[src/rtl/tcb_lib_latency_adapter.sv]
// TCB latency adapter: passes requests straight through and re-times the
// subordinate response (delay DLY_SUB) to the manager's delay (DLY_MAN)
// with a valid-gated pipeline, an optional hold register and an
// outstanding-transfer counter.

// Bound checker: the outstanding count can never exceed the response delay.
module tcb_lib_latency_adapter_chk #(
   parameter int DLY_MAN = 2,
   parameter int CW      = 2
)(
   input  logic          clk,
   input  logic          rst,
   input  logic [CW-1:0] cnt
);

   cnt_bound_a: assert property (@(posedge clk) disable iff (rst) (int'(cnt) <= DLY_MAN));

endmodule

module tcb_lib_latency_adapter #(
   parameter int ADR     = 32,
   parameter int DAT     = 32,
   parameter int SIZ     = $clog2($clog2(DAT/8)+1),
   parameter int DLY_SUB = 1,
   parameter int DLY_MAN = 2,
   parameter int HLD     = 1
)(
   input  logic                         clk,
   input  logic                         rst,
   // manager side
   input  logic                         man_vld,
   output logic                         man_rdy,
   input  logic                         man_wen,
   input  logic [ADR-1:0]               man_adr,
   input  logic [SIZ-1:0]               man_siz,
   input  logic [DAT-1:0]               man_wdt,
   output logic [DAT-1:0]               man_rdt,
   output logic                         man_err,
   output logic                         man_rsp_vld,
   // subordinate side
   output logic                         sub_vld,
   input  logic                         sub_rdy,
   output logic                         sub_wen,
   output logic [ADR-1:0]               sub_adr,
   output logic [SIZ-1:0]               sub_siz,
   output logic [DAT-1:0]               sub_wdt,
   input  logic [DAT-1:0]               sub_rdt,
   input  logic                         sub_err,
   // outstanding transfers
   output logic [$clog2(DLY_MAN+2)-1:0] cnt
);

   localparam int CW = $clog2(DLY_MAN+2);
   localparam int RW = DAT + 1;   // {err, rdt}

   generate
      if (DLY_MAN < DLY_SUB) begin : g_bad_dly
         $error("tcb_lib_latency_adapter: DLY_MAN must be >= DLY_SUB");
      end
   endgenerate

   logic              trn_s;
   logic              rsp_vld_s;
   logic [DLY_MAN:0]  trk_s;
   logic [RW-1:0]     stg_s [DLY_SUB:DLY_MAN];
   logic [RW-1:0]     hld_r;
   logic [RW-1:0]     out_s;
   logic [CW-1:0]     cnt_r;

   // request path is a pure passthrough
   assign sub_vld = man_vld;
   assign man_rdy = sub_rdy;
   assign sub_wen = man_wen;
   assign sub_adr = man_adr;
   assign sub_siz = man_siz;
   assign sub_wdt = man_wdt;

   assign trn_s    = man_vld & sub_rdy;
   assign trk_s[0] = trn_s;

   generate
      if (DLY_MAN > 0) begin : g_trk
         logic [DLY_MAN:1] trk_r;

         // transfer-valid shift register: one bit per cycle of delay
         always_ff @(posedge clk or posedge rst) begin
            if (rst) begin
               trk_r <= '0;
            end else begin
               trk_r <= trk_s[DLY_MAN-1:0];
            end
         end

         assign trk_s[DLY_MAN:1] = trk_r;
      end
   endgenerate

   // the subordinate response enters the pipeline at stage DLY_SUB
   assign stg_s[DLY_SUB] = {sub_err, sub_rdt};

   generate
      for (genvar i = DLY_SUB + 1; i <= DLY_MAN; i++) begin : g_stg
         logic [RW-1:0] stg_r;

         // stage only loads when a response is actually moving through it
         always_ff @(posedge clk or posedge rst) begin
            if (rst) begin
               stg_r <= '0;
            end else if (trk_s[i-1]) begin
               stg_r <= stg_s[i-1];
            end else begin
               stg_r <= stg_r;
            end
         end

         assign stg_s[i] = stg_r;
      end
   endgenerate

   assign rsp_vld_s = trk_s[DLY_MAN];

   // hold register remembers the last delivered response
   always_ff @(posedge clk or posedge rst) begin
      if (rst) begin
         hld_r <= '0;
      end else if (rsp_vld_s) begin
         hld_r <= stg_s[DLY_MAN];
      end else begin
         hld_r <= hld_r;
      end
   end

   // manager response: live data when due, otherwise held value or zero
   always_comb begin
      out_s = '0;
      if (rsp_vld_s) begin
         out_s = stg_s[DLY_MAN];
      end else if (HLD != 0) begin
         out_s = hld_r;
      end else begin
         out_s = '0;
      end
   end

   // outstanding counter: +1 per accepted transfer, -1 per delivered response
   always_ff @(posedge clk or posedge rst) begin
      if (rst) begin
         cnt_r <= '0;
      end else begin
         case ({trn_s, rsp_vld_s})
            2'b10:   cnt_r <= cnt_r + CW'(1'b1);
            2'b01:   cnt_r <= cnt_r - CW'(1'b1);
            default: cnt_r <= cnt_r;
         endcase
      end
   end

   assign man_rdt     = out_s[DAT-1:0];
   assign man_err     = out_s[DAT];
   assign man_rsp_vld = rsp_vld_s;
   assign cnt         = cnt_r;

   tcb_lib_latency_adapter_chk #(
      .DLY_MAN (DLY_MAN),
      .CW      (CW)
   ) u_chk (
      .clk (clk),
      .rst (rst),
      .cnt (cnt_r)
   );

endmodule

[config.mk]
export PLATFORM = sky130hd
export DESIGN_NAME = tcb_lib_latency_adapter
export DESIGN_NICKNAME = d
export VERILOG_FILES = /design/src/rtl/tcb_lib_latency_adapter.sv
export SDC_FILE = /design/constraint.sdc
export NUM_CORES = 1
export LEC_CHECK = 0
export CAP_MARGIN = 20
export CORE_MARGIN = 2
export CORE_UTILIZATION = 40
export DETAILED_ROUTE_END_ITERATION = 10
export PLACE_DENSITY = 0.95
export REMOVE_ABC_BUFFERS = 1
export SLEW_MARGIN = 5
export SYNTH_ARGS = -nofsm -noshare
export SYNTH_HDL_FRONTEND = slang
export SYNTH_HIERARCHICAL = 1
export SYNTH_SLANG_ARGS = --single-unit
[constraint.sdc]
create_clock -name clk -period 4.7 [get_ports clk]
set_input_delay 0.94 -clock clk [delete_from_list [all_inputs] [get_ports clk]]
set_output_delay 0.94 -clock clk [all_outputs]
set_load 0.02 [all_outputs]
==> run_results.csv, run 1 <==
group,metric,value,unit
timing,rsz0062_at_grt,"no",
synthesis,avgSynthCellArea,15.5,um2
timing,min_period,3360,ps
place,port_buffers,74,
floorplanning,core-area,0.00826,mm2
clock_tree,ctsHtreeMaxLevel,3,
critical_path,critPathLaunchType,"flip-flop",
global_routing,grt_max_degree,40,
clock_tree,insertion_delay,330,ps
critical_path,cp.required,3760,ps
global_routing,grtUsageTotal,0.242,
clock_tree,clk_path_buf_depth,2,
timing,setup-tns-final,0,ps
global_routing,grt_pass1_vias,1845,
detailed_routing,wl,11.1,mm
clock_tree,clk_pin_slew,70,ps
final_layout,final_common_cell,"clkdlybuf4s50_1",
pwr,power.leakage,1.72,nW
timing,drv_slew,0,
global_routing,grt_overflow,0,
timing,maxSlewHeadroom,0.273,
floorplanning,die-area,0.00934,mm2
pwr,p_per_area,467,mW/mm2
timing,finalHoldViolations,0,
timing,holdWs,482,ps
worst_hold_path,worstHoldPathType,"reg -> reg",
timing,worst_slew_pin_slew,1090,ps
timing,fin_skew,7.37,ps
critical_path,ff2ff_setup_slack,2840,ps
pwr,ir_worst_vdd,0.221,mV
global_routing,antenna_found_initial,0,
critical_path,crit_type,"reg -> out",
detailed_routing,via_count,1691,
final_layout,nNetsFinal,335,
timing,max_clock_freq,297,MHz
timing,finalCritPeriodShare,0.715,
global_routing,grt_pass1_wl,15.6,mm
detailed_routing,routed_via_density,4.97,
critical_path,path_max_fanout,35,
critical_path,worstPathArrival,2420,ps
clock_tree,cts_tree,"built",
synthesis,yosysUniqueCellTypes,12,
timing,finalSetupViolations,0,
synthesis,ys_ff_latch,70,
clock_tree,cts_resized,0,
detailed_routing,wire_per_inst,32.5,um
critical_path,cp-end-kind,"output pin",
clock_tree,hold_buffers,0,
synthesis,syn-instance-count,221,
final_layout,drive_above_1_share,0.357,
place,hpwlAfterDp,9.03,mm
floorplanning,die_w,96.7,um
detailed_routing,detailedRoute.firstIterationViolations,19,
place,gp_congestion,0.872,
status,status,"finished, final reports clean",
clock_tree,cts_setup_buffers,0,
detailed_routing,firstDrtPassIters,4,
synthesis,syn_area,0.00343,mm2
clock_tree,clock-sinks,70,
floorplanning,io_pins,209,
synthesis,ys_warn_count,6,
clock_tree,cts_root_buf,"clkbuf_8",
final_layout,syn2layout_area_growth,12.3,%
synthesis,synth-seq-area-share,0.510,
detailed_routing,ant_nets,0,
detailed_routing,route.detailed.drc,0,
flow_run,cap_violations,0,
final_layout,antenna_cells,0,
clock_tree,numCtsBuffers,9,
final_layout,final_cell_mix,"clkdlybuf4s50_1 (74), dfrtp_1 (68), mux2_4 (60), clkbuf_8 (11), mux2_2 (6)",
floorplanning,initial_core_util,0.416,
floorplanning,fp.dieH,96.7,um
pwr,total_power,1.80,mW
floorplanning,placement_rows,33,
==> flip-flops by register name (all words and copies together), names as in the netlist <==
| register | cells |
|---|---|
| g_stg.stg_r | 33 |
| hld_r | 33 |
| cnt | 2 |
| g_trk.trk_r | 2 |
==> synthesized netlist by cell type <==
cell / n / area (um2)
nand2_1: 1 / 3.75
ha_1: 1 / 12.5
inv_1: 2 / 7.51
xor2_1: 1 / 8.76
buf_4: 69 / 518
xnor2_1: 2 / 17.5
buf_12: 6 / 120
buf_6: 2 / 22.5
mux2_4: 60 / 901
nor2_1: 1 / 3.75
mux2_2: 6 / 67.6
dfrtp_1: 70 / 1750
==> final timing paths <==
check,cells after the start,from,endpoint
setup / recovery,2,g_trk.trk_r[2],man_rdt[28]
hold / removal,1,cnt[1],cnt[1]
setup reg to reg,3,g_trk.trk_r[2],cnt[1]
hold reg to reg,1,cnt[1],cnt[1]
max in group asynchronous,3,rst,g_trk.trk_r[2]
min in group asynchronous,2,rst,hld_r[3]
==> per-layer routing <==
metal | wire length, um | share of wire | up-vias | global-route usage
met3 | 3150 | 0.28 | 10 | 0.336
met5 | 55 | 0.0050 | - | 0.0604
met4 | 83 | 0.0075 | 2 | 0.0358
li1 | - | - | 679 | -
met2 | 4890 | 0.44 | 195 | 0.346
met1 | 2890 | 0.26 | 805 | 0.194
==> cell type report <==
cell class | count | area [um2]
clock buffers | 13 | 159
clock inverters | 3 | 42.5
fillers | 738 | 4400
inverters | 2 | 7.51
multi-input cells | 72 | 1010
flip-flops and latches | 70 | 1750
well taps | 105 | 131
repair buffers | 75 | 748
==> logic make-up (layout without fill, tap and decap cells) <==
logic type,count (synthesis),after routing,share of synthesized area
XOR/XNOR,3,3,0.00765
buffers and inverters,79,93,0.195
adder cells (fa/ha/maj),1,1,0.00364
flip-flops,70,70,0.510
AND/OR/NAND/NOR,2,2,0.00218
multiplexers,66,66,0.282
==> metrics by stage <==
step / std cells / instance area, um2 / utilization / setup slack, ps
after global routing: 340 / 3860 / 0.467 / 1210
after floorplan: 144 / 2770 / - / 1810
after global placement: 324 / 3660 / 0.443 / 1680
final: 340 / 3860 / 0.467 / 1340
after detailed placement: 324 / 3660 / 0.443 / 1690
after CTS: 340 / 3860 / 0.467 / 1310
==> where the power goes <==
part / total [mW] / switching [mW] / internal, mW
registers: 0.792 / 0.0699 / 0.722
logic: 0.524 / 0.207 / 0.317
clock network: 0.486 / 0.212 / 0.274
total: 1.80 / 0.489 / 1.31
==> critical path, cell delays in order, from the launching register on <==
cell             delay [ps]
dfrtp_2                1090
mux2_2                  440
clkdlybuf4s50_1         540
No activity file was read; power rests on OpenSTA's default activity.
==> inputs of run 2 (changes only) <==
--- a/config.mk
+++ b/config.mk
@@ -7,9 +7,9 @@
 export LEC_CHECK = 0
 export CAP_MARGIN = 20
 export CORE_MARGIN = 2
-export CORE_UTILIZATION = 40
+export CORE_UTILIZATION = 38
 export DETAILED_ROUTE_END_ITERATION = 10
-export PLACE_DENSITY = 0.95
+export PLACE_DENSITY = 0.91
 export REMOVE_ABC_BUFFERS = 1
 export SLEW_MARGIN = 5
 export SYNTH_ARGS = -nofsm -noshare
==> constraint.sdc (replaced) <==
create_clock -name clk -period 3.4 [get_ports clk]
set_input_delay 0.68 -clock clk [delete_from_list [all_inputs] [get_ports clk]]
set_output_delay 0.68 -clock clk [all_outputs]
set_load 0.02 [all_outputs]
==> run_results.csv, run 2 (same netlist as run 1, synthesis figures left out) <==
group,metric,value,unit
clock_tree,insertion_delay,330,ps
global_routing,grt_pass1_wl,15.0,mm
clock_tree,clock-sinks,70,
clock_tree,numCtsBuffers,9,
timing,drv_slew,0,
detailed_routing,route.detailed.drc,0,
critical_path,crit_type,"reg -> out",
timing,worst_slew_pin_slew,1080,ps
timing,holdWs,485,ps
critical_path,crit_chain,"buf_12, mux2_4, clkdlybuf4s50_1",
place,gp_congestion,0.823,
critical_path,path_max_fanout,18,
final_layout,nNetsFinal,336,
timing,min_period,2890,ps
final_layout,final_cell_mix,"clkdlybuf4s50_1 (74), dfrtp_1 (68), mux2_4 (60), clkbuf_8 (13), mux2_2 (6)",
floorplanning,fp.dieH,99.1,um
place,hpwlAfterDp,8.82,mm
critical_path,cp.required,2720,ps
pwr,total_power,2.53,mW
critical_path,critPathLaunchType,"flip-flop",
status,status,"finished, final reports clean",
pwr,p_per_area,648,mW/mm2
critical_path,slowest_delay,730,ps
detailed_routing,wire_per_inst,31.5,um
global_routing,grt_pass1_vias,1936,
floorplanning,die_w,99.1,um
timing,rsz0062_at_grt,"no",
final_layout,top_regs,"g_stg.stg_r (33), hld_r (33)",
clock_tree,cts_root_buf,"clkbuf_8",
floorplanning,die-area,0.00981,mm2
clock_tree,hold_buffers,0,
pwr,power.leakage,1.75,nW
clock_tree,cts_resized,0,
global_routing,grtUsageTotal,0.226,
clock_tree,clk_path_buf_depth,2,
clock_tree,cts_tree,"built",
final_layout,fill_cells,778,
detailed_routing,firstDrtPassIters,6,
final_layout,drive_above_1_share,0.369,
clock_tree,ctsHtreeMaxLevel,3,
timing,max_clock_freq,347,MHz
critical_path,worstPathArrival,2210,ps
final_layout,syn2layout_area_growth,13.9,%
floorplanning,core-area,0.00876,mm2
detailed_routing,detailedRoute.firstIterationViolations,61,
global_routing,grt_overflow,0,
timing,finalCritPeriodShare,0.849,
worst_hold_path,worstHoldPathType,"reg -> reg",
floorplanning,io_pins,209,
critical_path,crit_slowest_cell,"dfrtp_2",
flow_run,cap_violations,0,
final_layout,final_common_cell,"clkdlybuf4s50_1",
clock_tree,clk_pin_slew,70,ps
detailed_routing,routed_via_density,5.03,
timing,finalHoldViolations,0,
pwr,ir_worst_vdd,0.309,mV
final_layout,fin_util,0.446,
clock_tree,cts_setup_buffers,0,
global_routing,grt_max_degree,41,
detailed_routing,via_count,1732,
detailed_routing,wl,10.8,mm
timing,maxSlewHeadroom,0.277,
floorplanning,placement_rows,34,
global_routing,antenna_found_initial,0,
timing,setup-tns-final,0,ps
timing,finalSetupViolations,0,
critical_path,cp-end-kind,"output pin",
place,port_buffers,74,
detailed_routing,ant_nets,0,
final_layout,antenna_cells,0,
floorplanning,initial_core_util,0.392,
timing,fin_skew,3.62,ps
-- run 2: cell types whose count changed in the layout (fill, tap and decap cells not counted), sizes merged --
cell | before | now
buf | 1 | 2
clkinvlp | 1 | 0
clkinv | 1 | 2
-- run 2: layout make-up --
| class | count | area [um2] | area share |
|---|---|---|---|
| tap | 108 | 135 | 0.0345 |
| inverter | 2 | 7.51 | 0.00192 |
| timing repair buffer | 76 | 781 | 0.200 |
| clock buffer | 13 | 179 | 0.0457 |
| multi-input combinational | 72 | 1010 | 0.259 |
| sequential | 70 | 1750 | 0.448 |
| clock inverter | 3 | 40.0 | 0.0102 |
-- run 2: path summary, 6_finish.rpt --
path                                start            endpoint  slack, ps  cells after the start
min                                cnt[1]              cnt[1]        490                      1
max reg2reg                g_trk.trk_r[1]  g_stg[2].stg_r[21]       1760                      1
max                        g_trk.trk_r[2]         man_rdt[27]        510                      3
max in group asynchronous             rst      g_trk.trk_r[1]       1980                      3
min in group asynchronous             rst  g_stg[2].stg_r[27]        770                      2
min reg2reg                        cnt[1]              cnt[1]        490                      1
-- run 2: worst max-delay path, delay by kind of cell, from the launching register on --
kind,cells,cell delay (ps)
buffers and inverters,2,810
muxes,1,320
DFF,1,730
-- run 2: through the flow --
step           cell area (um2)  cells  worst slack, ps
2_1_floorplan             2770    144              772
6_report                  3910    344              514
3_3_place_gp              3690    328              886
4_1_cts                   3910    344              484
3_5_place_dp              3690    328              859
5_1_grt                   3910    344              422
-- run 2: layer usage --
metal	share of wire	global-route usage	wire length, um
met1	0.34	0.226	3730
met2	0.39	0.295	4200
met3	0.25	0.277	2720
met4	0.011	0.0432	114
met5	0.0055	0.0513	60
-- run 2: power by group --
part | total (mW) | internal [mW] | switching, mW
clock network | 0.705 | 0.417 | 0.289
logic | 0.736 | 0.441 | 0.295
registers | 1.09 | 0.999 | 0.0930
==> inputs of run 3 (changes only) <==
==> constraint.sdc (replaced) <==
create_clock -name clk -period 2.8 [get_ports clk]
set_input_delay 0.56 -clock clk [delete_from_list [all_inputs] [get_ports clk]]
set_output_delay 0.56 -clock clk [all_outputs]
set_load 0.02 [all_outputs]
==> run_results.csv, run 3 (same netlist as run 1, synthesis figures left out) <==
group,metric,value,unit
status,status,"finished, final reports clean",
worst_hold_path,hold_path_end,"hld_r[20]",
timing,holdWs,495,ps
global_routing,grt_pass1_vias,1871,
final_layout,final_cell_mix,"clkdlybuf4s50_1 (74), dfrtp_1 (68), mux2_4 (60), clkbuf_8 (11), mux2_2 (6)",
final_layout,antenna_cells,0,
final_layout,syn2layout_area_growth,13.9,%
critical_path,worstPathArrival,1930,ps
place,port_buffers,74,
pwr,power.leakage,1.74,nW
timing,min_period,2490,ps
detailed_routing,route.detailed.drc,0,
clock_tree,cts_setup_buffers,0,
detailed_routing,routed_via_density,4.85,
critical_path,crit_chain,"buf_4, mux2_4, clkdlybuf4s50_1",
global_routing,grtUsageTotal,0.227,
floorplanning,die-area,0.00981,mm2
critical_path,cp.required,2240,ps
place,preCtsSetupSlack,569,ps
clock_tree,hold_buffers,0,
global_routing,met3_usage,0.291,
floorplanning,io_pins,209,
place,gp_congestion,0.815,
clock_tree,numCtsBuffers,9,
global_routing,grt_overflow,0,
timing,timing.final.ws_setup,313,ps
final_layout,top_regs,"g_stg.stg_r (33), hld_r (33)",
clock_tree,cts_resized,0,
global_routing,use_met1,0.231,
detailed_routing,wl,10.9,mm
detailed_routing,ant_nets,0,
timing,setup-tns-final,0,ps
clock_tree,cts_tree,"built",
global_routing,grt_max_degree,42,
clock_tree,clk_pin_slew,70,ps
detailed_routing,via_count,1682,
pwr,total_power,3.05,mW
critical_path,path_max_fanout,19,
global_routing,grt_pass1_wl,15.0,mm
place,hpwlAfterDp,8.95,mm
critical_path,crit_slowest_cell,"clkdlybuf4s50_1",
detailed_routing,detailedRoute.firstIterationViolations,51,
final_layout,fin_util,0.446,
worst_hold_path,worstHoldPathType,"reg -> reg",
floorplanning,core-area,0.00876,mm2
global_routing,antenna_found_initial,0,
critical_path,path_delay_family,"buffers and inverters",
timing,maxSlewHeadroom,0.554,
critical_path,critPathLaunchType,"flip-flop",
critical_path,r2r-start,"g_trk.trk_r[1]",
clock_tree,clk_path_buf_depth,2,
critical_path,worstReg2RegEnd,"g_stg[2].stg_r[22]",
flow_run,cap_violations,0,
floorplanning,initial_core_util,0.392,
floorplanning,fp.dieH,99.1,um
timing,finalHoldViolations,0,
final_layout,drive_above_1_share,0.377,
final_layout,final_common_cell,"clkdlybuf4s50_1",
pwr,ir_worst_vdd,0.417,mV
critical_path,cp-end-kind,"output pin",
critical_path,ff2ff_setup_slack,1170,ps
critical_path,cp_num_buf_inv,2,
clock_tree,insertion_delay,340,ps
clock_tree,ctsHtreeMaxLevel,3,
global_routing,grt_use_met2,0.287,
worst_hold_path,hp-start,"hld_r[20]",
critical_path,slowest_delay,550,ps
critical_path,crit_type,"reg -> out",
timing,finalSetupViolations,0,
timing,max_clock_freq,402,MHz
detailed_routing,wire_per_inst,31.5,um
timing,worst_slew_pin_slew,667,ps
timing,fin_skew,9.06,ps
worst_hold_path,holdPathStages,1,
clock_tree,clock-sinks,70,
timing,drv_slew,0,
timing,finalCritPeriodShare,0.888,
global_routing,grt-busiest-layer,"met3",
detailed_routing,firstDrtPassIters,4,
floorplanning,placement_rows,34,
critical_path,r2r_cells,2,
final_layout,nNetsFinal,339,
timing,rsz0062_at_grt,"no",
critical_path,crit_cells,3,
pwr,p_per_area,779,mW/mm2
floorplanning,die_w,99.1,um
clock_tree,cts_root_buf,"clkbuf_8",
[run 3: cell types whose count changed in the layout (fill, tap and decap cells not counted), sizes merged]
cell / delta
clkbuf: -2
buf: +3
clkinv: -1
clkinvlp: +3
[run 3: final cells by class]
| type | count | area, um2 |
|---|---|---|
| Sequential cell | 70 | 1750 |
| Multi-Input combinational cell | 72 | 1010 |
| Timing Repair Buffer | 79 | 791 |
| Fill cell | 777 | 4850 |
| Clock buffer | 11 | 151 |
| Inverter | 2 | 7.51 |
| Clock inverter | 5 | 57.6 |
| Tap cell | 108 | 135 |
[run 3: worst max-delay path by stage]
stage / from / endpoint
5_1_grt: g_trk.trk_r[2] / man_rdt[21]
4_1_cts: g_trk.trk_r[2] / man_rdt[21]
6_report: g_trk.trk_r[2] / man_rdt[21]
3_3_place_gp: man_vld / sub_vld
3_5_place_dp: man_vld / sub_vld
2_1_floorplan: g_trk.trk_r[2] / man_err
[run 3: per-layer routing]
layer  part of all wire  wire [um]
met5                  0          0
met4              0.010        110
met3               0.26       2820
met2               0.39       4210
met1               0.35       3790
[run 3: report_power, final]
| part | internal, mW | switching, mW |
|---|---|---|
| Combinational | 0.534 | 0.373 |
| Sequential | 1.21 | 0.0958 |
| Clock | 0.458 | 0.372 |
[run 3: stage by stage]
step                std cells  area, um2
finish                    347       3910
global route              347       3910
CTS                       347       3910
detailed placement        331       3700
global placement          331       3700
floorplan                 144       2770
